### config.mk
export PLATFORM = sky130hd
export DESIGN_NAME = frame_coord_mailbox
export DESIGN_NICKNAME = d
export VERILOG_FILES = /design/src/rtl/dino_pkg.sv /design/src/rtl/button_debounce.sv /design/src/rtl/frame_coord_mailbox.sv
export SDC_FILE = /design/constraint.sdc
export NUM_CORES = 1
export LEC_CHECK = 0
export ABC_CLOCK_PERIOD_IN_PS = 5500
export CAP_MARGIN = 10
export CORE_AREA = 10 10 126 128
export DETAILED_ROUTE_END_ITERATION = 12
export DIE_AREA = 0 0 136 138
export DONT_BUFFER_PORTS = 1
export PLACE_DENSITY = 0.66
export SYNTH_ARGS = -nofsm -noshare
export SYNTH_HDL_FRONTEND = slang
export SYNTH_HIERARCHICAL = 1
export SYNTH_SLANG_ARGS = --single-unit
### constraint.sdc
create_clock -name clk -period 5.5 [get_ports clk]
set_clock_uncertainty 0.15 [all_clocks]
set_input_delay 0.275 -clock clk [delete_from_list [all_inputs] [get_ports clk]]
set_output_delay 0.275 -clock clk [all_outputs]
set_load 0.05 [all_outputs]
### src/rtl/dino_pkg.sv
// Shared types and helpers for the VGA/CPU mailbox: FSM states and the
// replicated 3-bit status word format read by the CPU from r20/r22.
package dino_pkg;

    typedef enum logic {
        WAIT_FRAME = 1'b0,
        READY      = 1'b1
    } mailbox_state_t;

    localparam int STATUS_PAD_W = 29;

    // The CPU polls a single bit, but the word carries three copies so any
    // of the low bits can be tested.
    function automatic logic [31:0] rep3_status(input logic b);
        return {{STATUS_PAD_W{1'b0}}, {3{b}}};
    endfunction

endpackage

### src/rtl/button_debounce.sv
// Pushbutton conditioning: 2-flop synchronizer, stability counter and a
// registered one-cycle pulse on the debounced rising edge.
module button_debounce #(
    parameter int DEBOUNCE_CYCLES = 1000000,
    parameter int CNT_W           = 20
) (
    input  logic clk,
    input  logic reset,
    input  logic button_raw,
    output logic btn_db,
    output logic button_pressed
);

    localparam logic [CNT_W-1:0] CNT_LAST = CNT_W'(DEBOUNCE_CYCLES - 1);

    logic             sync1_reg;
    logic             sync2_reg;
    logic             btn_db_reg;
    logic             btn_db_d_reg;
    logic             pressed_reg;
    logic [CNT_W-1:0] cnt_reg;

    always_ff @(posedge clk) begin
        if (!reset) begin
            sync1_reg    <= 1'b0;
            sync2_reg    <= 1'b0;
            btn_db_reg   <= 1'b0;
            btn_db_d_reg <= 1'b0;
            pressed_reg  <= 1'b0;
            cnt_reg      <= '0;
        end else begin
            sync1_reg    <= button_raw;
            sync2_reg    <= sync1_reg;
            btn_db_d_reg <= btn_db_reg;
            pressed_reg  <= btn_db_reg & ~btn_db_d_reg;
            // Any sample that agrees with the debounced level restarts the count.
            if (sync2_reg == btn_db_reg) begin
                cnt_reg <= '0;
            end else if (cnt_reg == CNT_LAST) begin
                btn_db_reg <= sync2_reg;
                cnt_reg    <= '0;
            end else begin
                cnt_reg <= cnt_reg + CNT_W'(1);
            end
        end
    end

    assign btn_db         = btn_db_reg;
    assign button_pressed = pressed_reg;

endmodule

### src/rtl/frame_coord_mailbox.sv
// Frame handshake between the VGA controller and the game CPU: one ready per
// frame, atomic capture of CPU coordinates into display shadows, overrun count.
module frame_coord_mailbox
    import dino_pkg::*;
#(
    parameter int COORD_W         = 32,
    parameter int DEBOUNCE_CYCLES = 1000000,
    parameter int CNT_W           = 20,
    parameter int OVR_W           = 16
) (
    input  logic               clk,
    input  logic               reset,
    input  logic               button_raw,
    input  logic               frame_end,
    input  logic               cpu_commit,
    input  logic [COORD_W-1:0] cpu_x,
    input  logic [COORD_W-1:0] cpu_y,
    input  logic [COORD_W-1:0] cpu_obs_x,
    input  logic [COORD_W-1:0] cpu_obs_y,
    output logic [COORD_W-1:0] disp_x,
    output logic [COORD_W-1:0] disp_y,
    output logic [COORD_W-1:0] disp_obs_x,
    output logic [COORD_W-1:0] disp_obs_y,
    output logic [31:0]        screen_status,
    output logic [31:0]        button_status,
    output logic               button_pressed,
    output logic [OVR_W-1:0]   overrun_count
);

    mailbox_state_t   state_reg;
    mailbox_state_t   state_next;
    logic             capture;
    logic             overrun_inc;
    logic [OVR_W-1:0] overrun_reg;
    logic             btn_db;

    logic [3:0][COORD_W-1:0] cpu_coord;
    logic [3:0][COORD_W-1:0] disp_coord;

    button_debounce #(
        .DEBOUNCE_CYCLES(DEBOUNCE_CYCLES),
        .CNT_W          (CNT_W)
    ) u_debounce (
        .clk           (clk),
        .reset         (reset),
        .button_raw    (button_raw),
        .btn_db        (btn_db),
        .button_pressed(button_pressed)
    );

    always_ff @(posedge clk) begin
        if (!reset) begin
            state_reg   <= WAIT_FRAME;
            overrun_reg <= '0;
        end else begin
            state_reg <= state_next;
            if (overrun_inc && (overrun_reg != '1)) begin
                overrun_reg <= overrun_reg + OVR_W'(1);
            end
        end
    end

    // A commit coinciding with frame_end is consumed, yet the new frame
    // still owes the CPU a ready, so the FSM stays in READY.
    always_comb begin
        state_next  = state_reg;
        capture     = 1'b0;
        overrun_inc = 1'b0;
        case (state_reg)
            WAIT_FRAME: begin
                if (frame_end) state_next = READY;
            end
            READY: begin
                if (cpu_commit) begin
                    capture = 1'b1;
                    if (!frame_end) state_next = WAIT_FRAME;
                end else if (frame_end) begin
                    overrun_inc = 1'b1;
                end
            end
            default: state_next = WAIT_FRAME;
        endcase
    end

    assign cpu_coord = {cpu_obs_y, cpu_obs_x, cpu_y, cpu_x};

    genvar gi;
    generate
        for (gi = 0; gi < 4; gi++) begin : g_shadow
            logic [COORD_W-1:0] shadow_reg;
            always_ff @(posedge clk) begin
                if (!reset) begin
                    shadow_reg <= '0;
                end else if (capture) begin
                    shadow_reg <= cpu_coord[gi];
                end
            end
            assign disp_coord[gi] = shadow_reg;
        end
    endgenerate

    assign disp_x        = disp_coord[0];
    assign disp_y        = disp_coord[1];
    assign disp_obs_x    = disp_coord[2];
    assign disp_obs_y    = disp_coord[3];
    assign screen_status = rep3_status(state_reg == READY);
    assign button_status = rep3_status(btn_db);
    assign overrun_count = overrun_reg;

endmodule

* Word-level counts from Yosys, hierarchy flattened *
Cells that the tools add are included.

word-level totals
  flip-flop bits (word level) = 170
  word-level logic and storage cells = 32
  output and inout port bits = 209
  input bits = 133

operators by class
  $add $sub $neg = 2
  reductions and logical operators = 3
  muxes and demuxes = 7
  bitwise gates (word level) = 5
  equality and inequality tests = 3

operators by type and width
  cell                   count
  $add 20x1->20 const B  1
  $eq 20x20->1 const B   1
  $add 16x1->16 const B  1
  $ne 16x16->1 const B   1
  $mux 1                 6
  $not 1->1              4
  $reduce_or 3->1        1
  $pmux 1 s2             1
  $reduce_and 2->1       1
  $and 1x1->1            1
  $eq 1x1->1             1
  $logic_and 1x1->1      1

* Logic depth before layout (Yosys ltp) *
Gate-level depths: netlist of the first run.

  depth in word-level cells = 4
  depth in mapped cells = 6
  gate-level depth less buffers = 5

* By module *
The synthesis of the first run kept the hierarchy.

by module, submodules not included
  module               cells each  area an instance (um2)  instances  sequential area each (um2)
  frame_coord_mailbox  728         5720.5                  1          2902.8
  button_debounce      116         1081.0                  1          500.5

* Worst setup path after synthesis of the first run *
Ideal clock, no wire load.

  path type = register to register
  start = register overrun_reg[0] (netlist: overrun_count[0])
  end = register overrun_reg[14] (netlist: overrun_count[14])
  data arrival time = 2.238 ns
  path slack = 3.041 ns
  clock period less this slack = 2.459 ns
  path buffers = 1
  data required time = 5.280 ns
  library setup time = 0.070 ns
  stages on the path, launching flop included = 7
  cell sequence = dfxtp_1 -> ha_1 -> nand2_1 -> or4_1 -> buf_2 -> or4_1 -> a21oi_1

between the ends
  longest elaborated chain between the ends = 2
  elaborated cells between the ends (all ways) = 3
  classes of those cells = 1 x add/sub; 1 x eq/ne; 1 x reduce/logical

ends and longest elaborated chain
  what                                                   line                       RTL
  start, declared                                        frame_coord_mailbox.sv:34  logic [OVR_W-1:0] overrun_reg;
  start signal, assigned                                 frame_coord_mailbox.sv:58  overrun_reg <= overrun_reg + OVR_W'(1);
  branches (longest 2 deep; another with $add 16x1->16)  --

Several ways; the timed one is not identified.
A chain may end at the register's enable or synchronous reset.

* Worst setup path in the final report of the first run *
  start = register state_reg
  end = register g_shadow[1].shadow_reg[15] (netlist: disp_y[15])

between the ends
  longest elaborated chain between the ends = 1

ends and longest elaborated chain
  what                    line                       RTL
  start, declared         frame_coord_mailbox.sv:30  mailbox_state_t state_reg;
  start signal, assigned  frame_coord_mailbox.sv:56  state_reg <= state_next;
  $mux 1                  frame_coord_mailbox.sv:69  case (state_reg)
  end signal, assigned    frame_coord_mailbox.sv:95  shadow_reg <= cpu_coord[gi];
  end, declared           frame_coord_mailbox.sv:90  logic [COORD_W-1:0] shadow_reg;

No other way between the ends.

==> tab_implementation.tex, run 1 <==
\begin{tabular}{lr}
\hline
Metric & Value \\
\hline
\multicolumn{2}{l}{\textbf{Outcome}} \\
\quad Outcome & completed \\
\multicolumn{2}{l}{\textbf{Setup path}} \\
\quad CP Data Required Time & around 5.7 ns \\
\quad Setup slack of the worst register-to-register path & roughly 2.6 ns \\
\quad Number of cells traversed by the worst register-to-register path & 4 \\
\quad Reg2Reg Capture Point & disp\_y[15] \\
\quad Critical path origin & state\_reg \\
\quad Worst setup EP type & flop \\
\quad CP arrival & between 3 and 4 ns \\
\quad Crit path launch type & flop \\
\quad Last element of the critical path & disp\_y[15] \\
\quad Worst-path maximum fanout & between 70 and 80 \\
\quad Startpoint of the lowest-slack register-to-register path & state\_reg \\
\quad Setup Crit Path Kind & reg2reg \\
\multicolumn{2}{l}{\textbf{Power and ir drop}} \\
\quad Clock network fraction of total power & between 40\% and 50\% \\
\quad Highest ir drop seen on vdd & around 0.00022 V \\
\quad Leakage & a little over 0.003 µW \\
\quad Switching component of the power & 806.5 µW \\
\quad Switching power as a share of total power & approximately 28\% \\
\quad Part of the total power dissipated in sequential elements & about half \\
\quad Internal Dissipation & about 2100 µW \\
\quad Comb power frac & under 10\% \\
\quad Total power per unit cell area & 338.9 mW/mm² \\
\multicolumn{2}{l}{\textbf{Logic synthesis}} \\
\quad Avg Synthesized Cell Area & slightly above 8 µm² \\
\quad Synth warn & 6 \\
\quad Post-synthesis instance area & approximately 0.0068 mm² \\
\quad Share of the synthesized area in the top cell type & 50.04\% \\
\quad Post-synth cell types & 47 \\
\quad Largest area contributor in the synthesized netlist & sky130\_fd\_sc\_hd\_\_dfxtp\_1 \\
\quad Number of instances in the synthesized netlist & approximately 840 \\
\quad Sequential share of the synthesized area & 50.04\% \\
\quad Synth Register Bits & between 150 and 200 \\
\quad Largest cells by area after synthesis & sky130\_fd\_sc\_hd\_\_dfxtp\_1 50\%, sky130\_fd\_sc\_hd\_\_nand2\_1 15\%, sky130\_fd\_sc\_hd\_\_a21oi\_1 10\%, sky130\_fd\_sc\_hd\_\_buf\_4 7.2\%, sky130\_fd\_sc\_hd\_\_clkbuf\_1 2.4\% \\
\multicolumn{2}{l}{\textbf{GRT}} \\
\quad Antenna violations before repair & 2 \\
\quad Pin count of the biggest net entering global routing & roughly 130 \\
\quad Residual overflow from global routing & 0 \\
\quad Vias in the first global route & around 6k \\
\quad Global-route wire length before repair & between 30 and 40 mm \\
\quad Tot GR Track Use & 21.03\% \\
\multicolumn{2}{l}{\textbf{STA}} \\
\quad Worst slew pin tran & $\sim$1.3 ns \\
\quad Worst hold slack & around 0.022 ns \\
\quad Hold Vio Cnt, Final & 0 \\
\quad Clock period minus final worst setup slack & between 2 and 3 ns \\
\quad Fmax & about 350 MHz \\
\quad Number of pins exceeding their max-slew limit in the final report & 0 \\
\quad Unrepaired setup endpoints after global routing & false \\
\quad Slew Limit Headroom & 14.29\% \\
\quad Number of setup violations in the final report & 0 \\
\quad Post-route fraction of the period consumed by the critical path & a little over half \\
\quad Final TNS setup & 0 ns \\
\multicolumn{2}{l}{\textbf{Routing}} \\
\quad Wire length per cell & around 18 µm \\
\quad Residual DRC count & 0 \\
\quad Post-route ant nets & 0 \\
\quad Detailed Route Iter0 Violations & 498 \\
\quad Post-DR vias/cell & 5.258 \\
\quad Final wirelength & between 20 and 25 mm \\
\quad Via Count & about 6.0k \\
\quad DR pass1 iterations & 5 \\
\multicolumn{2}{l}{\textbf{Die}} \\
\quad Core area & between 0.01 and 0.015 mm² \\
\quad Number of top-level design ports & roughly 340 \\
\quad Die Wd & $\sim$140 µm \\
\quad FP Rows & 43 \\
\quad Starting density of the core & 50.37\% \\
\quad Die H & about 140 µm \\
\quad Area of the die & 0.01877 mm² \\
\multicolumn{2}{l}{\textbf{Run}} \\
\quad Maxcap violations & 0 \\
\multicolumn{2}{l}{\textbf{Clock network}} \\
\quad Count of cells resized by post-cts repair & 0 \\
\quad \# Post-CTS Setup Buffers & 0 \\
\quad Insertion delay to the later sink of the worst-skew pair & a little over 0.4 ns \\
\quad CTS root buffer & sky130\_fd\_sc\_hd\_\_clkbuf\_16 \\
\quad Hold buffer count at cts & $\sim$130 \\
\quad CTS tree & yes \\
\quad Maximum clock insertion buffer count & 2 \\
\quad Clk slew on worst S/H paths & 0.06 ns \\
\quad H-Tree Depth & 4 \\
\quad Number of buffers added by the clock tree synthesis step & 17 \\
\quad Clk sinks & 170 \\
\multicolumn{2}{l}{\textbf{Finish}} \\
\quad Layout cell share with drive strength beyond 1 & 5.329\% \\
\quad Number of standard cells in the final layout excluding fillers & approximately 1.1k \\
\quad Relative area change from synthesis to final layout & 25.74\% \\
\quad Layout net count & 1079 \\
\quad Final instance area & between 0.008 and 0.009 mm² \\
\multicolumn{2}{l}{\textbf{Placement}} \\
\quad Placed standard-cell area & 0.006615 mm² \\
\quad Port Buffers & 0 \\
\quad Placed insts & between 900 and 1k \\
\quad Final weighted congestion in routability-driven placement & between 0.8 and 0.9 \\
\quad Detailed placement HPWL & roughly 14 mm \\
\multicolumn{2}{l}{\textbf{Worst hold path}} \\
\quad Hold WC Path Type & in2reg \\
\hline
\end{tabular}
[cell usage in the layout, fill, tap and decap left out, drive strengths merged, types with 4 or more instances in the layout]
cell	synthesis	layout
nor2	24	24
xor2	4	4
dfxtp	170	170
nand2	278	278
inv	7	8
o21ai	7	7
and3	5	5
and2	4	4
nor3	7	7
dlygate4sd3	0	132
conb	1	58
a21oi	143	143
mux2i	5	5
nand3	11	11
xnor2	11	11
buf	69	4
nor4	6	6
or4	9	9
o31ai	7	7
nand4	9	9
clkbuf	43	24
[how the worst min path moves through the flow]
stage | to | slack, ns | depth (start not counted) | start
finish | overrun_count[6] | 0.02 | 3 | frame_end
global route | overrun_count[0] | 0.03 | 3 | frame_end
CTS | overrun_count[6] | 0.01 | 3 | frame_end
detailed placement | u_debounce/button_pressed | 0.23 | 1 | u_debounce/btn_db_d_reg
global placement | u_debounce/button_pressed | 0.22 | 1 | u_debounce/btn_db_d_reg
floorplan | u_debounce/button_pressed | 0.22 | 1 | u_debounce/btn_db_d_reg
[power by group through the flow]
stage | clock network [µW] | logic (µW) | registers, µW
after floorplan | 0 | 205 | 1440
after global placement | 0 | 174 | 1460
after detailed placement | 0 | 179 | 1460
after CTS | 1230 | 259 | 1430
after global routing | 1280 | 286 | 1430
final | 1200 | 266 | 1430
[per-stage QoR]
step	worst slack, ns	util [%]	total power, µW
6_report	2.622	63.33	2898
3_5_place_dp	2.659	48.99	1636
3_3_place_gp	2.708	48.99	1630
5_1_grt	2.447	63.33	2996
2_1_floorplan	3.041	-	1641
4_1_cts	2.636	63.29	2918
[per-layer routing]
layer	part of all wire, %	vias up	global-route usage, %
met5	0	-	0
met4	3.4	0	8.861
met3	11	59	9.783
met2	53	300	37.67
met1	33	2762	20.00
li1	-	2868	-
[critical path, cell delays in order (launching register included)]
cell and delay [ns]:
sky130_fd_sc_hd__dfxtp_2 0.93, sky130_fd_sc_hd__and2_4 0.81, sky130_fd_sc_hd__buf_4 0.55, sky130_fd_sc_hd__nand2_1 0.15, sky130_fd_sc_hd__a21oi_1 0.18
[cells in the mapped netlist (all sizes together)]
master / number
nand3b: 2
o41ai: 2
and4: 1
mux2i: 5
nor4: 6
o311ai: 1
a2111o: 1
xor2: 4
clkbuf: 43
nand4: 9
or4: 9
a21oi: 143
nand2: 278
nand3: 11
nor2: 24
or4b: 3
inv: 7
nand2b: 3
or2: 1
buf: 69
nor3: 7
o21ai: 7
o221a: 1
o211a: 1
dfxtp: 170
conb: 1
or3: 3
and2: 4
o31ai: 7
and3b: 1
and3: 5
ha: 2
xnor2: 11
a211oi: 2
[cell type report]
cell class	instances	area, µm²
Tap cell	180	225.2
Inverter	7	28.78
Antenna cell	2	5.005
Timing Repair Buffer	136	1351
Multi-Input combinational cell	612	2927
Clock inverter	8	108.9
Clock buffer	24	501.7
Fill cell	1086	4952
Sequential cell	170	3405
[cell families (layout without fill, tap and decap cells)]
kind of cell / Yosys count / count (layout) / synth area share, %
mux: 5 / 5 / 0.7359
xor+xnor: 15 / 15 / 1.931
flops: 170 / 170 / 50.04
other cells: 1 / 60 / 0.05513
buf+inv: 119 / 175 / 10.21
compound gates: 165 / 165 / 13.15
simple gates: 367 / 367 / 23.51
fa+ha+maj: 2 / 2 / 0.3679
(Power assumes the default switching activity.)
==> run 2, diff against run 1 <==
--- a/config.mk
+++ b/config.mk
@@ -5,13 +5,14 @@
 export SDC_FILE = /design/constraint.sdc
 export NUM_CORES = 1
 export LEC_CHECK = 0
-export ABC_CLOCK_PERIOD_IN_PS = 5500
+export ABC_AREA = 1
+export ABC_CLOCK_PERIOD_IN_PS = 2350
 export CAP_MARGIN = 10
 export CORE_AREA = 10 10 126 128
 export DETAILED_ROUTE_END_ITERATION = 12
 export DIE_AREA = 0 0 136 138
 export DONT_BUFFER_PORTS = 1
-export PLACE_DENSITY = 0.66
+export PLACE_DENSITY = 0.7
 export SYNTH_ARGS = -nofsm -noshare
 export SYNTH_HDL_FRONTEND = slang
 export SYNTH_HIERARCHICAL = 1
==> constraint.sdc (replaced) <==
create_clock -name clk -period 2.35 [get_ports clk]
set_clock_uncertainty 0.15 [all_clocks]
set_input_delay 0.1175 -clock clk [delete_from_list [all_inputs] [get_ports clk]]
set_output_delay 0.1175 -clock clk [all_outputs]
set_load 0.05 [all_outputs]
==> tab_implementation.tex, run 2 <==
\begin{tabular}{lr}
\hline
Metric & Value \\
\hline
\multicolumn{2}{l}{\textbf{Setup path}} \\
\quad CP bufs+invs & 2 \\
\quad Setup slack of the worst register-to-register path & 0.43 ns \\
\quad CP arrival & between 2 and 2.5 ns \\
\quad Crit path max-delay cell type & sky130\_fd\_sc\_hd\_\_dlygate4sd3\_1 \\
\quad Setup Crit Path Kind & reg2reg \\
\quad Number of cells traversed by the worst register-to-register path & 5 \\
\quad Top delay family on crit path & buffers and inverters \\
\quad Cell breakdown of the critical path & nand2\_4 > buf\_12 > o21ai\_0 > nor2\_1 > dlygate4sd3\_1 \\
\quad Crit path launch type & flop \\
\quad Worst setup EP type & flop \\
\quad Startpoint of the lowest-slack register-to-register path & state\_reg \\
\quad Reg2Reg Capture Point & disp\_obs\_x[1] \\
\quad Worst-path maximum fanout & around 130 \\
\quad Critical path origin & state\_reg \\
\quad Peak per-stage delay on the critical path & approximately 0.55 ns \\
\quad CP Data Required Time & approximately 2.6 ns \\
\multicolumn{2}{l}{\textbf{Logic synthesis}} \\
\quad Largest area contributor in the synthesized netlist & sky130\_fd\_sc\_hd\_\_dfxtp\_1 \\
\quad Synth warn & 6 \\
\quad Avg Synthesized Cell Area & 7.443 µm² \\
\quad Sequential share of the synthesized area & roughly half \\
\quad Post-synth top flop & sky130\_fd\_sc\_hd\_\_dfxtp\_1 \\
\quad Async S/R FF share, synth & 0\% \\
\quad Most numerous cell types in the synthesized netlist & 331 x sky130\_fd\_sc\_hd\_\_nor2\_1, 170 x sky130\_fd\_sc\_hd\_\_dfxtp\_1, 132 x sky130\_fd\_sc\_hd\_\_o21ai\_0 \\
\quad Post-synthesis instance area & between 0.006 and 0.007 mm² \\
\quad Share of the synthesized area in the top cell type & about half \\
\quad Most frequent cell after synthesis & sky130\_fd\_sc\_hd\_\_nor2\_1 \\
\quad Synth Register Bits & 170 \\
\quad Count of flip-flops with a built-in enable after synthesis & 0 \\
\quad Largest cells by area after synthesis & sky130\_fd\_sc\_hd\_\_dfxtp\_1 49\%, sky130\_fd\_sc\_hd\_\_nor2\_1 18\%, sky130\_fd\_sc\_hd\_\_o21ai\_0 9.4\%, sky130\_fd\_sc\_hd\_\_buf\_4 6.9\%, sky130\_fd\_sc\_hd\_\_nand2\_1 4.2\% \\
\quad Post-synth cell types & 33 \\
\quad Number of instances in the synthesized netlist & between 900 and 1k \\
\multicolumn{2}{l}{\textbf{Clock network}} \\
\quad Insertion delay to the later sink of the worst-skew pair & between 0.4 and 0.5 ns \\
\quad Count of cells resized by post-cts repair & 0 \\
\quad Maximum clock insertion buffer count & 2 \\
\quad \# Post-CTS Setup Buffers & 0 \\
\quad Clk slew on worst S/H paths & about 0.06 ns \\
\quad CTS tree & yes \\
\quad H-Tree Depth & 4 \\
\quad Clk sinks & 170 \\
\quad CTS root buffer & sky130\_fd\_sc\_hd\_\_clkbuf\_16 \\
\quad Hold buffer count at cts & 138 \\
\quad Number of buffers added by the clock tree synthesis step & 17 \\
\multicolumn{2}{l}{\textbf{GRT}} \\
\quad Busiest layer in global routing & met2 \\
\quad Vias in the first global route & $\sim$6.2k \\
\quad Antenna violations before repair & 6 \\
\quad Pin count of the biggest net entering global routing & about 150 \\
\quad Residual overflow from global routing & 0 \\
\quad Met2 global-route usage & a little under two fifths \\
\quad Global-route wire length before repair & 34.16 mm \\
\quad Tot GR Track Use & between 20\% and 30\% \\
\quad Met1 capacity usage during global routing & about a quarter \\
\quad Met3 track utilization from global routing & under 10\% \\
\multicolumn{2}{l}{\textbf{Power and ir drop}} \\
\quad Total power per unit cell area & 771.0 mW/mm² \\
\quad Highest ir drop seen on vdd & approximately 0.00053 V \\
\quad Leakage & 0.003448 µW \\
\multicolumn{2}{l}{\textbf{Die}} \\
\quad Starting density of the core & between 50 and 60\% \\
\quad FP Rows & 43 \\
\quad Die H & 138 µm \\
\quad Number of top-level design ports & between 300 and 400 \\
\quad Core area & between 0.01 and 0.015 mm² \\
\quad Area of the die & roughly 0.019 mm² \\
\quad Die Wd & between 100 and 150 µm \\
\multicolumn{2}{l}{\textbf{Placement}} \\
\quad Port Buffers & 0 \\
\quad Place WS & $\sim$0.7 ns \\
\quad Final weighted congestion in routability-driven placement & 0.8147 \\
\quad Detailed placement HPWL & about 14 mm \\
\quad Placed standard-cell area & a little under 0.007 mm² \\
\multicolumn{2}{l}{\textbf{STA}} \\
\quad Unrepaired setup endpoints after global routing & false \\
\quad Worst hold slack & about 0.23 ns \\
\quad Post-layout worst setup margin & about 0.43 ns \\
\quad Clock period minus final worst setup slack & approximately 1.9 ns \\
\quad Number of pins exceeding their max-slew limit in the final report & 0 \\
\quad Worst slew pin tran & between 0.5 and 0.6 ns \\
\quad Hold Vio Cnt, Final & 0 \\
\quad Number of setup violations in the final report & 0 \\
\quad Post-route fraction of the period consumed by the critical path & 81.54\% \\
\quad Final TNS setup & 0 ns \\
\quad Fmax & 521.9 MHz \\
\quad Slew Limit Headroom & roughly three fifths \\
\multicolumn{2}{l}{\textbf{Finish}} \\
\quad Layout cell share with drive strength beyond 1 & approximately 8\% \\
\quad Final Core Density & between 60\% and 70\% \\
\quad Layout net count & $\sim$1.2k \\
\quad Final instance area & around 0.009 mm² \\
\quad Relative area change from synthesis to final layout & 26.73\% \\
\quad Most common cell after layout, fill and taps aside & sky130\_fd\_sc\_hd\_\_nor2\_1 \\
\quad Commonest cells after routing, fill and taps aside & 331 x sky130\_fd\_sc\_hd\_\_nor2\_1, 169 x sky130\_fd\_sc\_hd\_\_dfxtp\_1, 137 x sky130\_fd\_sc\_hd\_\_dlygate4sd3\_1 \\
\multicolumn{2}{l}{\textbf{Worst hold path}} \\
\quad HP Start & reset \\
\quad Sink of the worst hold path & u\_debounce/sync1\_reg \\
\quad Worst Hold Path Cells & 3 \\
\quad Hold WC Path Type & in2reg \\
\multicolumn{2}{l}{\textbf{Routing}} \\
\quad Final wirelength & between 20 and 25 mm \\
\quad DR pass1 iterations & 4 \\
\quad Residual DRC count & 0 \\
\quad Post-DR vias/cell & between 5 and 6 \\
\quad Wire length per cell & $\sim$17 µm \\
\quad Post-route ant nets & 0 \\
\quad Detailed Route Iter0 Violations & 475 \\
\quad Via Count & between 6k and 7k \\
\multicolumn{2}{l}{\textbf{Outcome}} \\
\quad Outcome & completed \\
\multicolumn{2}{l}{\textbf{Run}} \\
\quad Maxcap violations & 0 \\
\hline
\end{tabular}
==> run 2: how the worst max path moves through the flow <==
stage	end	slack (ns)	depth (start not counted)
3_3_place_gp	overrun_count[4]	0.72	10
3_5_place_dp	overrun_count[4]	0.68	10
6_report	disp_obs_x[1]	0.43	5
2_1_floorplan	overrun_count[9]	0.47	8
5_1_grt	disp_obs_x[1]	0.34	5
4_1_cts	disp_obs_y[26]	0.53	5
==> run 2: per-stage QoR <==
| step | total power (µW) | std cells |
|---|---|---|
| after floorplan | 4161 | 997 |
| after global placement | 4145 | 1088 |
| after detailed placement | 4156 | 1088 |
| after CTS | 6843 | 1257 |
| after global routing | 7075 | 1263 |
| final | 6837 | 1264 |
==> run 2: kinds of logic (layout without fill, tap and decap cells) <==
logic type,count (synthesis),after routing,synth area share (%)
and+or+nand+nor,468,468,27.40
DFF,170,170,48.64
AOI/OAI and AO/OA,150,150,10.87
buffers and inverters,140,220,11.55
xor gates and xnor gates,9,9,1.127
adders and majority gates,2,2,0.3576
other,1,65,0.05360
==> run 2: layout make-up <==
cell class	instances	area, µm²
sequential	170	3405
timing repair buffer	158	1574
tap	180	225.2
clock buffer	25	475.5
inverter	31	121.4
antenna	7	17.52
clock inverter	6	42.54
multi-input combinational	687	3007
fill	1057	4637
==> run 2: per-layer routing <==
layer	part of all wire (%)	wire length [µm]	up-vias
met5	0	0	-
met2	50	10920	301
met3	11	2373	60
met4	4.1	900	0
li1	-	-	3094
met1	35	7732	2878
==> run 2: power breakdown <==
group / internal [µW] / switching [µW]
Combinational: 271 / 497
Sequential: 3020 / 561
Clock: 1400 / 1090
Total: 4690 / 2150
==> run 2: worst register-to-register path, cell delays in order (launching register included) <==
cell and delay (ns):
sky130_fd_sc_hd__dfxtp_2 0.34, sky130_fd_sc_hd__nand2_4 0.09, sky130_fd_sc_hd__buf_12 0.34, sky130_fd_sc_hd__o21ai_0 0.26
sky130_fd_sc_hd__nor2_1 0.12, sky130_fd_sc_hd__dlygate4sd3_1 0.55
